`config.mk`:
```
export PLATFORM = sky130hd
export DESIGN_NAME = rsa_modexp_ctrl
export DESIGN_NICKNAME = d
export VERILOG_FILES = /design/src/rtl/rsa_pkg.sv /design/src/rtl/mod_mult_iter.sv /design/src/rtl/rsa_modexp_ctrl.sv
export SDC_FILE = /design/constraint.sdc
export NUM_CORES = 2
export LEC_CHECK = 0
export BUFFER_PORTS_ARGS = -buffer_cell sky130_fd_sc_hd__buf_2
export CAP_MARGIN = 20
export CORE_UTILIZATION = 35
export DETAILED_ROUTE_END_ITERATION = 8
export PLACE_DENSITY = 0.6
export SLEW_MARGIN = 15
export SYNTH_ARGS = -nofsm -noshare
export SYNTH_HDL_FRONTEND = slang
export SYNTH_SLANG_ARGS = --single-unit
export TNS_END_PERCENT = 100
```
`constraint.sdc`:
```
create_clock -name clk -period 8.79 [get_ports clk]
set_input_delay 2.637 -clock clk [delete_from_list [all_inputs] [get_ports clk]]
set_output_delay 2.637 -clock clk [all_outputs]
set_load 0.05 [all_outputs]
```
`src/rtl/rsa_pkg.sv`:
```
// ============================================================
// Package : rsa_pkg
// Brief   : Shared state encoding and helpers for the modexp engine.
// Rev     : 1.0
// ============================================================
`default_nettype none

package rsa_pkg;

    localparam int DEF_WIDTH = 64;

    typedef enum logic [2:0] {
        IDLE = 3'd0,
        EVAL = 3'd1,
        MUL  = 3'd2,
        SQR  = 3'd3,
        DONE = 3'd4
    } modexp_state_t;

    // Position of the highest set bit plus one; 0 for a zero operand.
    function automatic int bitlen(input logic [63:0] v);
        int len;
        len = 0;
        for (int i = 0; i < 64; i++) begin
            if (v[i]) len = i + 1;
        end
        return len;
    endfunction

endpackage

`default_nettype wire

```
`src/rtl/mod_mult_iter.sv`:
```
// ============================================================
// Module  : mod_mult_iter
// Brief   : Interleaved MSB-first modular multiplier, one bit per cycle.
// Rev     : 1.0
// ============================================================
`default_nettype none

module mod_mult_iter
    import rsa_pkg::*;
#(
    parameter int WIDTH = DEF_WIDTH
) (
    input  logic             clk,
    input  logic             rst,
    input  logic             start,
    input  logic [WIDTH-1:0] a,
    input  logic [WIDTH-1:0] b,
    input  logic [WIDTH-1:0] n,
    output logic             busy,
    output logic             done,
    output logic [WIDTH-1:0] p
);

    localparam int CW = $clog2(WIDTH);

    logic [WIDTH-1:0] r_a;
    logic [WIDTH-1:0] r_b;
    logic [WIDTH-1:0] r_n;
    logic [WIDTH-1:0] r_r;
    logic [CW-1:0]    r_cnt;
    logic             r_busy;

    logic [WIDTH:0]   w_n_ext;
    logic [WIDTH:0]   w_dbl;
    logic [WIDTH:0]   w_dbl_red;
    logic [WIDTH:0]   w_add;
    logic [WIDTH:0]   w_add_red;
    logic             w_last;

    // Operands stay below n, so one conditional subtract per step suffices.
    always_comb begin
        w_n_ext   = {1'b0, r_n};
        w_dbl     = {r_r, 1'b0};
        w_dbl_red = (w_dbl >= w_n_ext) ? (w_dbl - w_n_ext) : w_dbl;
        w_add     = r_a[WIDTH-1] ? (w_dbl_red + {1'b0, r_b}) : w_dbl_red;
        w_add_red = (w_add >= w_n_ext) ? (w_add - w_n_ext) : w_add;
    end

    assign w_last = r_busy && (r_cnt == CW'(WIDTH - 1));

    always_ff @(posedge clk) begin
        if (rst) begin
            r_a    <= '0;
            r_b    <= '0;
            r_n    <= '0;
            r_r    <= '0;
            r_cnt  <= '0;
            r_busy <= 1'b0;
        end else if (start) begin
            r_a    <= a;
            r_b    <= b;
            r_n    <= n;
            r_r    <= '0;
            r_cnt  <= '0;
            r_busy <= 1'b1;
        end else if (r_busy) begin
            r_r    <= w_add_red[WIDTH-1:0];
            r_a    <= {r_a[WIDTH-2:0], 1'b0};
            r_cnt  <= r_cnt + 1'b1;
            if (w_last) r_busy <= 1'b0;
        end
    end

    assign busy = r_busy;
    assign done = w_last;
    assign p    = w_add_red[WIDTH-1:0];

endmodule

`default_nettype wire

```
`src/rtl/rsa_modexp_ctrl.sv`:
```
// ============================================================
// Module  : rsa_modexp_ctrl
// Brief   : Right-to-left square-and-multiply modexp controller.
//           Optional macro MODEXP_CYCLE_CNT_EN adds out_cycles.
// Rev     : 1.0
// ============================================================
`default_nettype none

module rsa_modexp_ctrl
    import rsa_pkg::*;
#(
    parameter int WIDTH = DEF_WIDTH
) (
    input  logic             clk,
    input  logic             rst,
    input  logic             in_valid,
    output logic             in_ready,
    input  logic [WIDTH-1:0] in_base,
    input  logic [WIDTH-1:0] in_exp,
    input  logic [WIDTH-1:0] in_mod,
    output logic             out_valid,
    input  logic             out_ready,
    output logic [WIDTH-1:0] out_result,
    output logic             out_err
`ifdef MODEXP_CYCLE_CNT_EN
    ,
    output logic [31:0]      out_cycles
`endif
);

    modexp_state_t    r_state;
    modexp_state_t    w_next_state;

    logic [WIDTH-1:0] r_base;
    logic [WIDTH-1:0] r_exp;
    logic [WIDTH-1:0] r_mod;
    logic [WIDTH-1:0] r_acc;
    logic             r_err;

    logic             w_start;
    logic [WIDTH-1:0] w_op_a;
    logic             w_mbusy;
    logic             w_mdone;
    logic [WIDTH-1:0] w_prod;
    logic             w_illegal;

    assign w_illegal = (r_mod < WIDTH'(2)) || (r_base >= r_mod);

    always_ff @(posedge clk) begin
        if (rst) r_state <= IDLE;
        else     r_state <= w_next_state;
    end

    // The multiplier is launched on the first cycle of MUL/SQR only (busy low).
    always_comb begin
        w_next_state = r_state;
        w_start      = 1'b0;
        w_op_a       = r_acc;
        unique case (r_state)
            IDLE: if (in_valid) w_next_state = EVAL;
            EVAL: begin
                if (w_illegal || (r_exp == '0)) w_next_state = DONE;
                else if (r_exp[0])              w_next_state = MUL;
                else                            w_next_state = SQR;
            end
            MUL: begin
                w_start = !w_mbusy;
                if (w_mdone)
                    w_next_state = (r_exp[WIDTH-1:1] == '0) ? DONE : SQR;
            end
            SQR: begin
                w_op_a  = r_base;
                w_start = !w_mbusy;
                if (w_mdone) w_next_state = EVAL;
            end
            DONE: if (out_ready) w_next_state = IDLE;
            default: w_next_state = IDLE;
        endcase
    end

    always_ff @(posedge clk) begin
        if (rst) begin
            r_base <= '0;
            r_exp  <= '0;
            r_mod  <= '0;
            r_acc  <= '0;
            r_err  <= 1'b0;
        end else begin
            unique case (r_state)
                IDLE: begin
                    if (in_valid) begin
                        r_base <= in_base;
                        r_exp  <= in_exp;
                        r_mod  <= in_mod;
                        r_acc  <= WIDTH'(1);
                        r_err  <= 1'b0;
                    end
                end
                EVAL: begin
                    if (w_illegal) begin
                        r_err <= 1'b1;
                        r_acc <= '0;
                    end else if ((r_exp != '0) && !r_exp[0]) begin
                        r_exp <= r_exp >> 1;
                    end
                end
                MUL: begin
                    if (w_mdone) begin
                        r_acc <= w_prod;
                        r_exp <= r_exp >> 1;
                    end
                end
                SQR: if (w_mdone) r_base <= w_prod;
                default: ;
            endcase
        end
    end

    mod_mult_iter #(
        .WIDTH (WIDTH)
    ) u_mult (
        .clk   (clk),
        .rst   (rst),
        .start (w_start),
        .a     (w_op_a),
        .b     (r_base),
        .n     (r_mod),
        .busy  (w_mbusy),
        .done  (w_mdone),
        .p     (w_prod)
    );

    assign in_ready   = (r_state == IDLE);
    assign out_valid  = (r_state == DONE);
    assign out_result = out_valid ? r_acc : '0;
    assign out_err    = out_valid & r_err;

`ifdef MODEXP_CYCLE_CNT_EN
    logic [31:0] r_cycles;

    always_ff @(posedge clk) begin
        if (rst)                                  r_cycles <= '0;
        else if ((r_state == IDLE) && in_valid)   r_cycles <= '0;
        else if ((r_state == EVAL) || (r_state == MUL) || (r_state == SQR))
                                                  r_cycles <= r_cycles + 32'd1;
    end

    assign out_cycles = r_cycles;
`endif

endmodule

`default_nettype wire

```
---- After elaboration in Yosys (flattened, before gate mapping) ----
Index checks and enable logic that the tools add are counted.
W data, S select, Z words.
storage, ports and cells
  bits in registers ....................... 523
  logic and storage cells ................. 88
  output and inout port bits .............. 67
  input port bits ......................... 196
operators by class
  reduce and logical (&&, ||, !) cells .... 22
  $lt $le $gt $ge ......................... 4
  add/subtract/negate cells ............... 4
  mux-type cells .......................... 33
  bitwise gates (word level) .............. 1
  eq/ne operators ......................... 12
operator list
  cell                   number
  $mux W64               13
  $pmux W64 S3           2
  $ge A65 B64 Y1         2
  $mux W65               2
  $pmux W64 S2           1
  $add A65 B64 Y65       1
  $sub A65 B64 Y65       1
  $ge A64 B64 Y1         1
  $logic_not A64 Y1      1
  $lt A64 B2 Y1 const B  1
  $reduce_bool A64 Y1    1
  $sub A64 B64 Y64       1
  $logic_not A63 Y1      1
  $mux W3                6
  $pmux W3 S5            1
  $ne A2 B2 Y1 const B   4
  $reduce_and A4 Y1      2
  $mux W1                7
  $add A6 B1 Y6 const B  1
  $eq A3 B2 Y1 const B   2
  $eq A6 B6 Y1 const B   1
  $ne A2 B1 Y1 const B   3
  $reduce_and A3 Y1      2
  $reduce_bool A2 Y1     3
  other kinds (12)       16

---- Longest topological paths before layout ----
  depth after elaboration ................. 8
  depth in mapped cells ................... 43
  depth with buffers taken out ............ 35

---- Modules after synthesis ----
A second synthesis with hierarchy kept.
unflattened totals
  cells, all modules ...................... 4767
  area total of the unflattened synthesis .. 37775.0 um^2
by module, submodules not included
  module           area each (um^2)  cells an instance  times used
  mod_mult_iter    23749.0           3240               1
  rsa_modexp_ctrl  14026.0           1527               1

---- Worst setup path before layout ----
OpenSTA, ideal clock, no wires.
  path type ............................... reg-to-reg
  from .................................... reg u_mult.r_n[1]
  to ...................................... reg r_base[13]
  data arrival time ....................... 7979 ps
  slack ................................... 679 ps
  cell stages (with the launch flop) ...... 40
  path through ............................ dfxtp_1 > inv_1 > ha_1 > nor2b_1 > o31a_1 > o311ai_1 > a211oi_2 > o31ai_2 > and3_1 > buf_2 > buf_2 > buf_6 > nor2_1 > ha_1 > fa_1 > a21oi_1 > o21ai_0 > a31o_2 > [4 not listed] > or3_1 > a31oi_1 > inv_1 > ha_1 > a21oi_1 > o21ai_0 > a32o_1 > o41a_1 > a2111oi_4 > a2111oi_2 > o21ai_2 > nor2_1 > and4bb_1 > buf_4 > buf_6 > mux2_1 > o21ai_0 > a21oi_1
on the way
  word-level cells in the longest chain between the ends .. 8
  elaborated cells on any way between the ends .. 10
ends and longest elaborated chain
  what                                                       line                    source
  start, declared                                            mod_mult_iter.sv:28     logic [WIDTH-1:0] r_n;
  start signal, assigned                                     mod_mult_iter.sv:62     r_n <= n;
  $sub A65 B64 Y65 / $ge A65 B64 Y1 (equally long branches)  mod_mult_iter.sv:44     w_dbl_red = (w_dbl >= w_n_ext) ? (w_dbl - w_n_ext) : w_dbl;
  $mux W65                                                   mod_mult_iter.sv:44
  $add A65 B64 Y65                                           mod_mult_iter.sv:45     w_add = r_a[WIDTH-1] ? (w_dbl_red + {1'b0, r_b}) : w_dbl_red;
  $mux W65                                                   mod_mult_iter.sv:45
  $sub A64 B64 Y64 / $ge A65 B64 Y1 (equally long branches)  mod_mult_iter.sv:46     w_add_red = (w_add >= w_n_ext) ? (w_add - w_n_ext) : w_add;
  $mux W64 (*)                                               mod_mult_iter.sv:46
  $mux W64 (*)                                               rsa_modexp_ctrl.sv:113  SQR: if (w_mdone) r_base <= w_prod;
  $pmux W64 S2 (*)                                           rsa_modexp_ctrl.sv:89   unique case (r_state)
  end signal, assigned                                       rsa_modexp_ctrl.sv:92   r_base <= in_base;
  end signal, assigned                                       rsa_modexp_ctrl.sv:113
  end, declared                                              rsa_modexp_ctrl.sv:34   logic [WIDTH-1:0] r_base;
Mark *: on every way between the ends. The rest lies on a longest branch, timed or not. The select of a mux whose other input is x is not followed.
A chain may end at the register's enable or synchronous reset.

---- Worst setup path in the final report ----
  from .................................... reg u_mult.r_n[46]
  to ...................................... reg r_base[21]
on the way
  word-level cells in the longest chain between the ends .. 8
  elaborated cells on any way between the ends .. 10
ends and longest elaborated chain
  what                                                       line
  $sub A65 B64 Y65 / $ge A65 B64 Y1 (equally long branches)  mod_mult_iter.sv:44
  $mux W65                                                   mod_mult_iter.sv:44
  $add A65 B64 Y65                                           mod_mult_iter.sv:45
  $mux W65                                                   mod_mult_iter.sv:45
  $ge A65 B64 Y1 / $sub A64 B64 Y64 (equally long branches)  mod_mult_iter.sv:46
  $mux W64 (*)                                               mod_mult_iter.sv:46
  $mux W64 (*)                                               rsa_modexp_ctrl.sv:113
  $pmux W64 S2 (*)                                           rsa_modexp_ctrl.sv:89
Marked as above.

==> impl_metrics.ini <==
[outcome]
status = completed

[timing]
setup_tns_ps = 0
period_needed_ps = 8770
max_freq_mhz = 114
fin_worst_skew_ps = 39.2
final-hold-violation-count = 0
worst_slack_ps = 23.2
final.period_utilization_pct = 99.7
rsz0062_at_grt = yes
worstMarginPinSlew_ps = 1110
setup_viol_count_final = 0
drv_slew = 0
timing.slew.headroom_pct = 26.1

[synthesis]
synthMostInstantiatedCell = nand2_1
syn_area_sq_um = 36600
synth_top_area_cell = dfxtp_1
synth_area_leaders = dfxtp_1 29%, ha_1 8.8%, a21oi_1 8.3%, nand2_1 6.7%, nor2_1 5.1%
async_flop_share_pct = 0
yosysSeqAreaShare_pct = 28.6
synthTopCellsByCount = 652 x nand2_1, 603 x a21oi_1, 523 x dfxtp_1
synth_ff_type = dfxtp_1
synth_edf_count = 0
ys_types = 90
syn_inst = 4850
synth.avg_cell_area_sq_um = 7.54
synth_warnings = 0
synth.top_cell.area_share_pct = 28.6
ys_ff_latch = 523
synth_nets = 5306

[finish]
postLayoutCoreUtil_pct = 47.2
nets = 6190
drive_gt1_share_pct = 27.5
syn_to_final_growth_pct = 33.6
post-route-cell-area_sq_um = 48800

[clock_network]
cts-root-buf = clkbuf_16
cts_tree = built
clkSinkCount = 523
clockBufferDepth = 3
path_clk_slew_ps = 60
clkLatencyLatePin_ps = 680
htree_levels = 2
cts_buffers = 56

[grt]
grt_max_degree = 163
grt_pass1_vias = 37700
grtUsageTotal_pct = 29.6
grt_pass1_wl_um = 240000
grt_antenna_before_repair = 14
grt-ovfl-total = 0

[die]
die_h_um = 325
core_area_sq_um = 103000
rows = 118
num_io_pins = 263
die-area_sq_um = 106000
die_w_um = 325
start_util_pct = 35.3

[placed_design]
placed_cell_area_sq_um = 44800
hpwl_um = 128000
port_buffers = 262
place_ws_ps = -756
place.gp.congestion = 1.04

[setup_path]
start_kind = flop
crit_type = flop to flop
cpMaxStageDelayCell = or4_4
critPathMaxFanout = 6
cp_slowest_stage_delay_ps = 560
worstPathRequired_ps = 9300
arrival_ps = 9270
crit_top_cell = buf_4
worst_setup_path_end_kind = flop

[flow_run]
maxCapViolCount = 0

[route]
via_count = 40500
ant_nets = 0
wl_per_cell_um = 23.1
drt_iter0_drc = 4393
first_pass_iters = 8
routed_wl_um = 166000
post-route-drc-count = 0
vias_per_cell = 5.65

[worst_hold_path]
min_path_type = flop to flop
==> flip-flops by register name, summed over array words and instances (netlist names) <==
signal        cells
r_base           64
u_mult.r_r       64
r_state           3
r_mod            64
u_mult.r_a       64
u_mult.r_b       64
r_err             1
u_mult.busy       1
r_exp            64
u_mult.r_cnt      6
r_acc            64
u_mult.r_n       64
==> routing by layer <==
layer	vias up	share of wire (%)	global-route usage, %
met5	-	0.053	0
met2	1729	41	43.7
li1	19100	-	-
met3	245	9.5	5.32
met1	19400	45	43.3
met4	14	3.5	8.80
==> layout make-up <==
type	count	area [sq um]
Multi-Input combinational cell	3820	25600
Clock inverter	29	393
Tap cell	1380	1730
Inverter	189	709
Antenna cell	8	20.0
Clock buffer	73	1590
Sequential cell	523	10500
Timing Repair Buffer	1144	8320
Fill cell	10300	54700
==> metrics by stage <==
step,cells,hold WS [ps]
after floorplan,4850,436
after global placement,7008,442
after detailed placement,7008,446
after CTS,7121,455
after global routing,7163,472
final,7166,454
==> logic make-up after synthesis <==
group	count (synthesis)	synth area share, %
simple gates	1639	20.0
compound gates	1495	25.5
flops	523	28.6
buf+inv	507	5.49
fa+ha+maj	260	8.96
mux	258	7.38
xor+xnor	168	4.02
==> placed cells by master (no fill, tap or decap), types with 28 or more instances in the layout <==
master,netlist,routed
buf_4,5,852
nand2_1,652,648
a21oi_1,603,572
dfxtp_1,523,509
nor2_1,494,484
buf_2,24,261
ha_1,257,208
o21ai_0,236,192
inv_1,189,171
mux2i_1,166,155
a211oi_1,144,137
a21o_1,131,131
xnor2_1,98,96
and2_1,89,84
nor3_1,84,78
nand4_1,75,75
xor2_1,70,69
mux2_2,70,62
clkbuf_16,0,62
nand3_1,57,56
a22o_1,44,43
ha_4,0,43
nor4_1,48,41
o21ai_1,11,40
o21a_1,36,36
o22ai_1,38,36
a31oi_1,33,32
o21bai_1,30,30
a21oi_2,1,28
mux2_4,0,28
==> worst max-delay path: cells and delay by family (launching register included) <==
kind	cells	cell delay, ps
flip-flops	1	330
buffers and inverters	10	1540
multiplexers	3	980
adder cells (fa/ha/maj)	3	760
AND/OR/NAND/NOR	7	1750
XOR/XNOR	1	70
AO/OA/AOI/OAI	15	3140
==> repair_timing <==
action / in CTS / in global routing
setup buffers: 8 / 33
pin swaps: 14 / 64
endpoints found under the setup margin: 192 / 192
hold buffers: 0 / 0
gates resized for setup: 80 / 268
gates cloned: 3 / 6
==> final timing paths <==
check                           cells after the start  slack, ps        endpoint      startpoint
worst max-delay path                               39         20      r_base[21]  u_mult.r_n[46]
worst min-delay path                                2        450  u_mult.r_n[14]  u_mult.r_n[14]
worst max register to register                     39         20      r_base[21]  u_mult.r_n[46]
worst min register to register                      2        450  u_mult.r_n[14]  u_mult.r_n[14]
Power is left out: the tool's default activity adds up to more than one toggle a clock period on the data nets, which glitch-free logic cannot reach.
